## src/rtl/mdu_ctrl_pkg.sv

```systemverilog
// Shared encodings for the multiply/divide unit: op bits, FSM states, HI/LO bus width.
package mdu_ctrl_pkg;

    localparam int MDU_OP_WD    = 4;
    localparam int MDU_OP_DIV   = 3;
    localparam int MDU_OP_DIVU  = 2;
    localparam int MDU_OP_MULT  = 1;
    localparam int MDU_OP_MULTU = 0;

    localparam int MDU_DATA_WD  = 32;
    localparam int MDU_TO_EX_WD = 2 * MDU_DATA_WD;

    typedef enum logic [1:0] {
        ST_IDLE = 2'd0,
        ST_MUL  = 2'd1,
        ST_DIV  = 2'd2,
        ST_DONE = 2'd3
    } mdu_state_e;

endpackage

```

## src/rtl/mdu_iter_core.sv

```systemverilog
// Shift-add multiplier and restoring divider datapath; one step per enable.
// Exposes the post-step values so the controller can capture the final result on the last edge.
module mdu_iter_core #(
    parameter int WIDTH = 32
) (
    input  logic               clk,
    input  logic               rst,
    input  logic               load,
    input  logic               step,
    input  logic [WIDTH-1:0]   opa,
    input  logic [WIDTH-1:0]   opb,
    output logic [2*WIDTH-1:0] prod_nxt,
    output logic [WIDTH-1:0]   quo_nxt,
    output logic [WIDTH-1:0]   rem_nxt
);

    logic [2*WIDTH-1:0] acc;
    logic [2*WIDTH-1:0] mcand;
    logic [WIDTH-1:0]   mplier;
    logic [WIDTH-1:0]   rem;
    logic [WIDTH-1:0]   quo;
    logic [WIDTH-1:0]   divisor;
    logic [WIDTH+1:0]   trial;

    always_comb begin
        prod_nxt = mplier[0] ? acc + mcand : acc;
        // Extra top bit holds the borrow; {rem,bit} < 2*divisor so W+1 magnitude bits suffice.
        trial = {1'b0, rem, quo[WIDTH-1]} - {2'b00, divisor};
        if (!trial[WIDTH+1]) begin
            rem_nxt = trial[WIDTH-1:0];
            quo_nxt = {quo[WIDTH-2:0], 1'b1};
        end else begin
            rem_nxt = {rem[WIDTH-2:0], quo[WIDTH-1]};
            quo_nxt = {quo[WIDTH-2:0], 1'b0};
        end
    end

    always_ff @(posedge clk) begin
        if (rst) begin
            acc     <= '0;
            mcand   <= '0;
            mplier  <= '0;
            rem     <= '0;
            quo     <= '0;
            divisor <= '0;
        end else if (load) begin
            acc     <= '0;
            mcand   <= {{WIDTH{1'b0}}, opa};
            mplier  <= opb;
            rem     <= '0;
            quo     <= opa;
            divisor <= opb;
        end else if (step) begin
            acc     <= prod_nxt;
            mcand   <= mcand << 1;
            mplier  <= mplier >> 1;
            rem     <= rem_nxt;
            quo     <= quo_nxt;
        end
    end

endmodule

```

## src/rtl/mdu_ctrl.sv

```systemverilog
// Multi-cycle MULT/MULTU/DIV/DIVU sequencer that owns HI/LO and stalls EX while iterating.
// Operands are reduced to magnitudes on accept; the sign is restored when HI/LO are written.
module mdu_ctrl
    import mdu_ctrl_pkg::*;
#(
    parameter int WIDTH = 32
) (
    input  logic                 clk,
    input  logic                 rst,
    input  logic                 op_valid,
    input  logic [MDU_OP_WD-1:0] op,
    input  logic [WIDTH-1:0]     src_a,
    input  logic [WIDTH-1:0]     src_b,
    input  logic                 mthi_we,
    input  logic                 mtlo_we,
    input  logic [WIDTH-1:0]     wdata,
    output logic                 stallreq,
    output logic                 busy,
    output logic                 done,
    output logic [WIDTH-1:0]     hi,
    output logic [WIDTH-1:0]     lo
);

    localparam int CNT_W = $clog2(WIDTH) + 1;

    mdu_state_e         state;
    logic [CNT_W-1:0]   cnt;
    logic               quot_neg;
    logic               rem_neg;

    logic               legal;
    logic               is_div;
    logic               is_signed;
    logic               accept;
    logic               last;
    logic               iterating;
    logic [WIDTH-1:0]   a_mag;
    logic [WIDTH-1:0]   b_mag;
    logic [2*WIDTH-1:0] prod_nxt;
    logic [WIDTH-1:0]   quo_nxt;
    logic [WIDTH-1:0]   rem_nxt;
    logic [2*WIDTH-1:0] mul_res;
    logic [WIDTH-1:0]   div_quo;
    logic [WIDTH-1:0]   div_rem;

    always_comb begin
        legal = 1'b0;
        case (op)
            4'b1000, 4'b0100, 4'b0010, 4'b0001: legal = 1'b1;
            default:                            legal = 1'b0;
        endcase
    end

    assign is_div    = op[MDU_OP_DIV] | op[MDU_OP_DIVU];
    assign is_signed = op[MDU_OP_DIV] | op[MDU_OP_MULT];
    assign a_mag     = (is_signed && src_a[WIDTH-1]) ? -src_a : src_a;
    assign b_mag     = (is_signed && src_b[WIDTH-1]) ? -src_b : src_b;

    // Illegal encodings never stall, otherwise EX would be frozen on them forever.
    assign accept    = (state == ST_IDLE) && op_valid && legal;
    assign stallreq  = accept | busy;
    assign iterating = (state == ST_MUL) || (state == ST_DIV);
    assign last      = cnt == CNT_W'(WIDTH - 1);

    assign mul_res = quot_neg ? -prod_nxt : prod_nxt;
    assign div_quo = quot_neg ? -quo_nxt  : quo_nxt;
    assign div_rem = rem_neg  ? -rem_nxt  : rem_nxt;

    mdu_iter_core #(.WIDTH(WIDTH)) u_core (
        .clk      (clk),
        .rst      (rst),
        .load     (accept),
        .step     (iterating),
        .opa      (a_mag),
        .opb      (b_mag),
        .prod_nxt (prod_nxt),
        .quo_nxt  (quo_nxt),
        .rem_nxt  (rem_nxt)
    );

    always_ff @(posedge clk) begin
        if (rst) begin
            state    <= ST_IDLE;
            cnt      <= '0;
            quot_neg <= 1'b0;
            rem_neg  <= 1'b0;
            busy     <= 1'b0;
            done     <= 1'b0;
            hi       <= '0;
            lo       <= '0;
        end else begin
            done <= 1'b0;
            case (state)
                ST_IDLE: begin
                    if (accept) begin
                        state    <= is_div ? ST_DIV : ST_MUL;
                        busy     <= 1'b1;
                        cnt      <= '0;
                        quot_neg <= is_signed & (src_a[WIDTH-1] ^ src_b[WIDTH-1]);
                        rem_neg  <= is_signed & src_a[WIDTH-1];
                    end else begin
                        if (mthi_we) hi <= wdata;
                        if (mtlo_we) lo <= wdata;
                    end
                end
                ST_MUL, ST_DIV: begin
                    cnt <= cnt + 1'b1;
                    if (last) begin
                        if (state == ST_MUL) begin
                            {hi, lo} <= mul_res;
                        end else begin
                            hi <= div_rem;
                            lo <= div_quo;
                        end
                        state <= ST_DONE;
                        busy  <= 1'b0;
                        done  <= 1'b1;
                    end
                end
                default: state <= ST_IDLE;
            endcase
        end
    end

endmodule

```

## config.mk

```make
export PLATFORM = sky130hd
export DESIGN_NAME = mdu_ctrl
export DESIGN_NICKNAME = d
export VERILOG_FILES = /design/src/rtl/mdu_ctrl_pkg.sv /design/src/rtl/mdu_iter_core.sv /design/src/rtl/mdu_ctrl.sv
export SDC_FILE = /design/constraint.sdc
export NUM_CORES = 1
export LEC_CHECK = 0
export BUFFER_PORTS_ARGS = -buffer_cell sky130_fd_sc_hd__buf_2
export CORE_MARGIN = 8
export CORE_UTILIZATION = 57
export DETAILED_ROUTE_END_ITERATION = 7
export GPL_TIMING_DRIVEN = 0
export HOLD_SLACK_MARGIN = 0.06
export PLACE_DENSITY = 0.82
export SYNTH_ARGS = -nofsm -noshare
export SYNTH_HDL_FRONTEND = slang
export SYNTH_HIERARCHICAL = 1
export SYNTH_SLANG_ARGS = --single-unit
```

## constraint.sdc

```tcl
create_clock -name clk -period 12.2 [get_ports clk]
set_input_delay 1.22 -clock clk [delete_from_list [all_inputs] [get_ports clk]]
set_output_delay 1.22 -clock clk [all_outputs]
set_load 0.03 [all_outputs]
```

==> metrics, run 1 <==
clk buf depth=3; dpl hpwl=80050 um; most frequent CP cell=or4_1; RD Place Congestion=1.067; min cycle time layout=6706 ps; clock skew=35.87 ps; GRT Util Overall=0.3767; drt via density=6.583; Top FF cell, synth=dfxtp_1; initial detailed-routing violation count=3333; Synth cell types=95; sequential area share after synthesis=0.2603; Die W=227.6 um; Yosys reg bits=332; diode count=0; synth warn=6; first-pass GRT wire length=149500 um; Slew headroom=0.08867; Finished Core Util=0.6445; Critical Path Max Stage Delay=720 ps; remaining global-route overflow=0; Total Wirelength=101800 um; post-CTS resize count=0; Int Pwr=3.295 mW; Max Cap Violations=0; crit path cell chain=ha_1, fa_1, a21oi_1, o211ai_1, nand3_1, nand4_1, a41o_1, a41o_1, a31oi_2, o21ai_2, and4b_1, or4_1, or4_1, nor3_1, nand2_1, or4_1, nand3_1, a311oi_1; IO Pins=172; vias in the first global route=24960; Comb pwr share=0.592; share of layout cells above drive strength 1=0.1360; reg2reg path depth=18; routed len/inst=24.95 um; endpoint class of the critical path=register; Final Hold Viols=0; most frequent cells in the layout=nor2_1, dfxtp_1, a21oi_1, nand2_1, buf_2; hold path depth=2; Final setup violation count=0; row cnt=77; crit-path max FO=8; commonest non-fill, non-tap cell in the layout=nor2_1; Post-synth EDFFs=0; Sink Count=332; Power Dens Cells=231.2 mW/mm2; RSZ-0062 raised after global routing=false; Worst-Skew Late Latency=610 ps; Worst path slowest cell=or4_1; setup TNS=0 ps; pin count of the biggest net entering global routing=15; Post-synth ARST share=0; P_leak=11.90 nW; Initial DRT Pass Iterations=8; ANT nets after route=0; post-CTS setup buffers=0; htree depth=2; PortBufs=169; DRC Markers=0; filler cell count=3909; Pins Over Slew Limit=0; nets@finish=3666; Final period util=0.5497; status=finished clean; hold_buf cts=0; vias post-DR=26840; Max Freq=149.1 MHz; Critical Path Stages=18; Core ar.=0.04422 mm2; CTS Buf Count=40; worst path bufs/invs=0; Switching Share=0.4999; Synth Instances=3243; Worst Path Class, Setup=reg -> reg; Largest delay share family, worst path=simple AND/OR/NAND/NOR gates; critical path data arrival time=7140 ps; initial core utilization=0.5774; peak supply drop=0.1961 mV; Hold Crit Class=reg -> reg; Least-Margin Pin Slew=1367 ps; Worst setup SP type=register; Synth Net Count=3454; full die area=0.05182 mm2; Switch Pwr=3.294 mW; clk slew on worst S/H paths=60 ps; initial antenna violation count=2; Area Overhead vs Synth=11.62%; CP required=12630 ps; Syn Area/Cell=7.873 um2; Die Span Y=227.6 um; CTS tree=built; Flop pwr share=0.217; Clock Power Share=0.191; Root Buffer Master=clkbuf_16; Cell Area, Synth=0.02553 mm2
## power by group through the flow
stage / Combinational, mW / Sequential [mW] / Clock (mW)
3_3_place_gp: 3.71 / 1.44 / 0
4_1_cts: 3.76 / 1.42 / 1.25
6_report: 3.90 / 1.43 / 1.26
2_1_floorplan: 2.48 / 1.52 / 0
3_5_place_dp: 3.73 / 1.44 / 0
5_1_grt: 4.10 / 1.44 / 1.30
## layout make-up
type,count,area [um2],area share
Clock inverter,23,280.3,0.009834
Sequential cell,332,6646,0.2332
Tap cell,592,740.7,0.02599
Clock buffer,50,1089,0.03820
Buffer,223,982.2,0.03446
Timing Repair Buffer,170,850.8,0.02985
Multi-Input combinational cell,2569,17460,0.6128
Inverter,119,446.7,0.01567
## worst register-to-register path: cells and delay by family, from the launching register on
| family | cells | cell delay (ps) |
|---|---|---|
| flops | 1 | 350 |
| simple gates | 9 | 3890 |
| compound gates | 7 | 1620 |
| fa+ha+maj | 2 | 670 |
## cells by family (layout without fill, tap and decap cells)
| family | after synthesis | after routing | synth area share |
|---|---|---|---|
| simple gates | 1033 | 1033 | 0.1945 |
| compound gates | 917 | 917 | 0.2384 |
| buf+inv | 342 | 585 | 0.05596 |
| flops | 332 | 332 | 0.2603 |
| mux | 291 | 291 | 0.1222 |
| xor+xnor | 222 | 222 | 0.07615 |
| fa+ha+maj | 106 | 106 | 0.05253 |
## cell usage after synthesis, types with 10 or more instances
cell / count / area share
a211o_1: 12 / 0.0041
a211oi_1: 29 / 0.0085
a21o_1: 68 / 0.020
a21oi_1: 260 / 0.051
a311oi_1: 10 / 0.0034
a31oi_1: 45 / 0.011
and2_1: 27 / 0.0066
and3_1: 20 / 0.0049
buf_1: 33 / 0.0049
buf_2: 10 / 0.0020
buf_4: 33 / 0.0097
clkbuf_1: 145 / 0.021
dfxtp_1: 332 / 0.26
ha_1: 104 / 0.051
inv_1: 116 / 0.017
mux2_2: 144 / 0.064
mux2i_1: 144 / 0.056
nand2_1: 222 / 0.033
nand2b_1: 22 / 0.0054
nand3_1: 53 / 0.010
nand3b_1: 10 / 0.0029
nand4_1: 33 / 0.0081
nor2_1: 397 / 0.058
nor2b_1: 25 / 0.0061
nor3_1: 63 / 0.012
nor4_1: 29 / 0.0071
o211ai_1: 24 / 0.0071
o21a_1: 85 / 0.025
o21ai_0: 153 / 0.030
o21bai_1: 17 / 0.0050
o31ai_1: 44 / 0.013
o32ai_1: 10 / 0.0034
o41ai_1: 33 / 0.011
or2_2: 18 / 0.0044
or3_1: 39 / 0.0096
or4_1: 37 / 0.011
xnor2_1: 121 / 0.042
xor2_1: 101 / 0.035
## sequential cells by signal, summed over array words and instances (netlist names), 2 cells and up
register        count
u_core/acc         64
u_core/mcand       64
hi                 32
lo                 32
u_core/divisor     32
u_core/mplier      32
u_core/quo         32
u_core/rem         32
cnt                 6
state               2
## metrics by stage
step	setup WS (ps)	cells	total power [mW]	instance area [um2]	hold WS [ps]
floorplan	7247	3243	3.997	25530	436.0
CTS	5662	4077	6.428	28490	470.6
detailed placement	5707	4004	5.172	27120	462.5
finish	5494	4078	6.590	28500	469.5
global placement	5710	4004	5.151	27120	458.1
global route	5380	4078	6.840	28500	493.4
## worst paths after layout
check	to	start	slack, ps
setup / recovery	hi[21]$_SDFFE_PP0P_	u_core/mcand[0]$_SDFFE_PP0P_	5490
hold / removal	u_core/mplier[31]$_SDFFE_PP0P_	u_core/mplier[31]$_SDFFE_PP0P_	470
setup reg to reg	hi[21]$_SDFFE_PP0P_	u_core/mcand[0]$_SDFFE_PP0P_	5490
hold reg to reg	u_core/mplier[31]$_SDFFE_PP0P_	u_core/mplier[31]$_SDFFE_PP0P_	470
## layer usage
metal / GRT usage / up-vias / wire length [um]
met5: 0 / - / 11
met1: 0.5064 / 12650 / 42070
met4: 0.1941 / 2 / 5619
met3: 0.09071 / 309 / 11960
met2: 0.5557 / 1664 / 42090
li1: - / 12220 / -
No activity file was read; power rests on OpenSTA's default activity.
==> run 2: changes to the inputs <==
--- a/config.mk
+++ b/config.mk
@@ -5,13 +5,14 @@
 export SDC_FILE = /design/constraint.sdc
 export NUM_CORES = 1
 export LEC_CHECK = 0
+export ABC_AREA = 1
 export BUFFER_PORTS_ARGS = -buffer_cell sky130_fd_sc_hd__buf_2
 export CORE_MARGIN = 8
 export CORE_UTILIZATION = 57
 export DETAILED_ROUTE_END_ITERATION = 7
 export GPL_TIMING_DRIVEN = 0
 export HOLD_SLACK_MARGIN = 0.06
-export PLACE_DENSITY = 0.82
+export PLACE_DENSITY = 0.84
 export SYNTH_ARGS = -nofsm -noshare
 export SYNTH_HDL_FRONTEND = slang
 export SYNTH_HIERARCHICAL = 1
==> constraint.sdc (replaced) <==
create_clock -name clk -period 6.1 [get_ports clk]
set_input_delay 0.61 -clock clk [delete_from_list [all_inputs] [get_ports clk]]
set_output_delay 0.61 -clock clk [all_outputs]
set_load 0.03 [all_outputs]
==> run 2 against run 1 <==
  * Clock skew shrank 18 ps
  * Register-to-register slack worse by 3700 ps
  * Synthesized cell count rose by 59%
  * Clock power increased by 95%
==> metrics, run 2 <==
first-pass GRT wire length=178900 um; endpoint of the worst register-to-register path=hi[30]$_SDFFE_PP0P_; Final Cell Area=0.03212 mm2; Worst setup SP type=register; R2R setup slack=1780 ps; Synth top area share=0.2286; Synth cell types=59; clk slew on worst S/H paths=70 ps; GRT Util Overall=0.3858; RD Place Congestion=1.066; PortBufs=171; area of the multi-input gates=0.01809 mm2; peak supply drop=0.3286 mV; Final setup violation count=0; Setup WS post-layout=1778 ps; IO Pins=172; row cnt=82; Yosys top cell by area=dfxtp_1; Hold Crit Start=wdata[2]; hold_buf cts=0; initial antenna violation count=2; share of layout cells above drive strength 1=0.07579; Total Wirelength=118500 um; vias in the first global route=31680; dpl hpwl=97470 um; Max Freq=231.4 MHz; routed len/inst=19.48 um; Sink Count=332; min cycle time layout=4322 ps; top-count cell post-synth=nand2_1; Initial DRT Pass Iterations=6; nets@finish=5591; Post-synth top cells=nand2_1, inv_1, nor2_1; hold path depth=3; sequential area share after synthesis=0.2286; top flop regs=u_core/acc x64, u_core/mcand x64; largest cells by area after synthesis=dfxtp_1, nand2_1, inv_1, nor2_1, nand3_1; Power Dens Cells=488.3 mW/mm2; post-synthesis compound-gate area fraction=0.1502; Core ar.=0.05027 mm2; reg2reg path depth=23; Post-Synth Simple-Gate Area=0.3964; Post-synth ARST share=0; status=finished clean; RSZ-0062 raised after global routing=false; Post-synth EDFFs=0; initial detailed-routing violation count=3826; ANT nets after route=0; post-CTS resize count=0; Place WS=1907 ps; filler cell count=5070; Slew headroom=0.2078; share of synthesized area spent on multiplexers=0; most frequent cells in the layout=nand2_1, inv_1, nor2_1, nand3_1, dfxtp_1; met1 WL=44630 um; Pins Over Slew Limit=0; critical path data arrival time=4820 ps; drt via density=5.649; Synth Net Count=5380; DR top layer=met5; Least-Margin Pin Slew=1176 ps; crit-path max FO=5; Final period util=0.7085; endpoint class of the critical path=register; largest family of logic cells by synthesized area=simple AND/OR/NAND/NOR gates; fin cells=6083; Die W=241.8 um; full die area=0.05849 mm2; Top FF cell, synth=dfxtp_1; vias post-DR=34360; remaining global-route overflow=0; synth warn=6; clock skew=17.76 ps; CP required=6600 ps; Yosys reg bits=332; placed cells=6012; post-CTS setup buffers=0; Min-Delay Endpoint=lo[2]$_SDFFE_PP0P_; Worst Path Class, Setup=reg -> reg; Hold Crit Class=in -> reg; XOR/XNOR Fraction of Synth Area=0.02952; Synth Instances=5169; placed cell area=0.03077 mm2; setup TNS=0 ps; FF-to-FF Start=u_core/mcand[0]$_SDFFE_PP0P_; PnR Total Power=15.69 mW; Detail Route met3 WL=11980 um; htree depth=2; CTS tree=built; Area Overhead vs Synth=10.49%; Seq. cell area=0.006646 mm2; commonest non-fill, non-tap cell in the layout=nand2_1; CTS Buf Count=38; Die Span Y=241.8 um; P_leak=17.11 nW; Worst-Skew Late Latency=580 ps; Final Hold Viols=0; initial core utilization=0.5783; Max Cap Violations=0; Root Buffer Master=clkbuf_16; clk buf depth=3; pin count of the biggest net entering global routing=15; DRC Markers=0; Cell Area, Synth=0.02907 mm2; met2 WL post-DR=51730 um; Syn Area/Cell=5.624 um2; Critical Path Start=u_core/mcand[0]$_SDFFE_PP0P_; Adder-Cell Fraction of Synth Area=0.04614
run 2: cells by family (layout without fill, tap and decap cells):
group / after synthesis / count (layout)
AO/OA/AOI/OAI: 779 / 779
XOR/XNOR: 98 / 98
adder cells (fa/ha/maj): 106 / 106
buffers and inverters: 1095 / 1336
flip-flops: 332 / 332
other: 0 / 1
AND/OR/NAND/NOR: 2759 / 2759
run 2: worst max-delay path by stage:
| stage | to | slack, ps | cells past startpoint |
|---|---|---|---|
| floorplan | hi[23]$_SDFFE_PP0P_ | 3050 | 24 |
| global placement | hi[30]$_SDFFE_PP0P_ | 1940 | 23 |
| detailed placement | hi[30]$_SDFFE_PP0P_ | 1910 | 23 |
| CTS | hi[30]$_SDFFE_PP0P_ | 1870 | 23 |
| global route | hi[30]$_SDFFE_PP0P_ | 1480 | 23 |
| finish | hi[30]$_SDFFE_PP0P_ | 1780 | 23 |
run 2: layout make-up:
type | count | share of cell area
timing repair buffer | 171 | 0.02664
inverter | 883 | 0.1033
tap | 672 | 0.02618
buffer | 212 | 0.03163
antenna | 1 | 0.00007790
clock inverter | 23 | 0.009855
clock buffer | 47 | 0.03221
sequential | 332 | 0.2069
multi-input combinational | 3742 | 0.5632
run 2: power breakdown:
part | total, mW | switching, mW | internal [mW]
Sequential | 2.97 | 0.358 | 2.61
Clock | 2.46 | 1.02 | 1.45
Combinational | 10.3 | 7.43 | 2.83
run 2: routing by layer:
layer  global-route usage  vias to the layer above
met5                    0                        -
met4               0.2797                        2
met3              0.07396                      482
met2               0.6189                     1897
met1               0.4583                    15290
li1                     -                    16690
run 2: critical path, stage by stage (launching register included):
cell and delay, ps:
dfxtp_1 360, ha_1 270, fa_1 480, nand3_1 120, nand3_1 170, nand2_1 110
nand2_1 120, nand2_1 80, nand3_1 200, nand2_1 150, nand3_1 70, nand3_1 140
o21ai_0 300, nor2_1 290, nand2_1 100, nor2_1 290, nand3b_1 160, o21ai_0 230
nand2_1 70, nand2_1 60, nand3_1 150, nand2_1 110, nand2_1 60, a21oi_1 120
run 2: metrics by stage:
stage	util	hold slack, ps
finish	0.6390	340.9
global route	0.6389	354.4
CTS	0.6389	332.9
detailed placement	0.6120	469.6
global placement	0.6120	455.6
floorplan	-	432.2
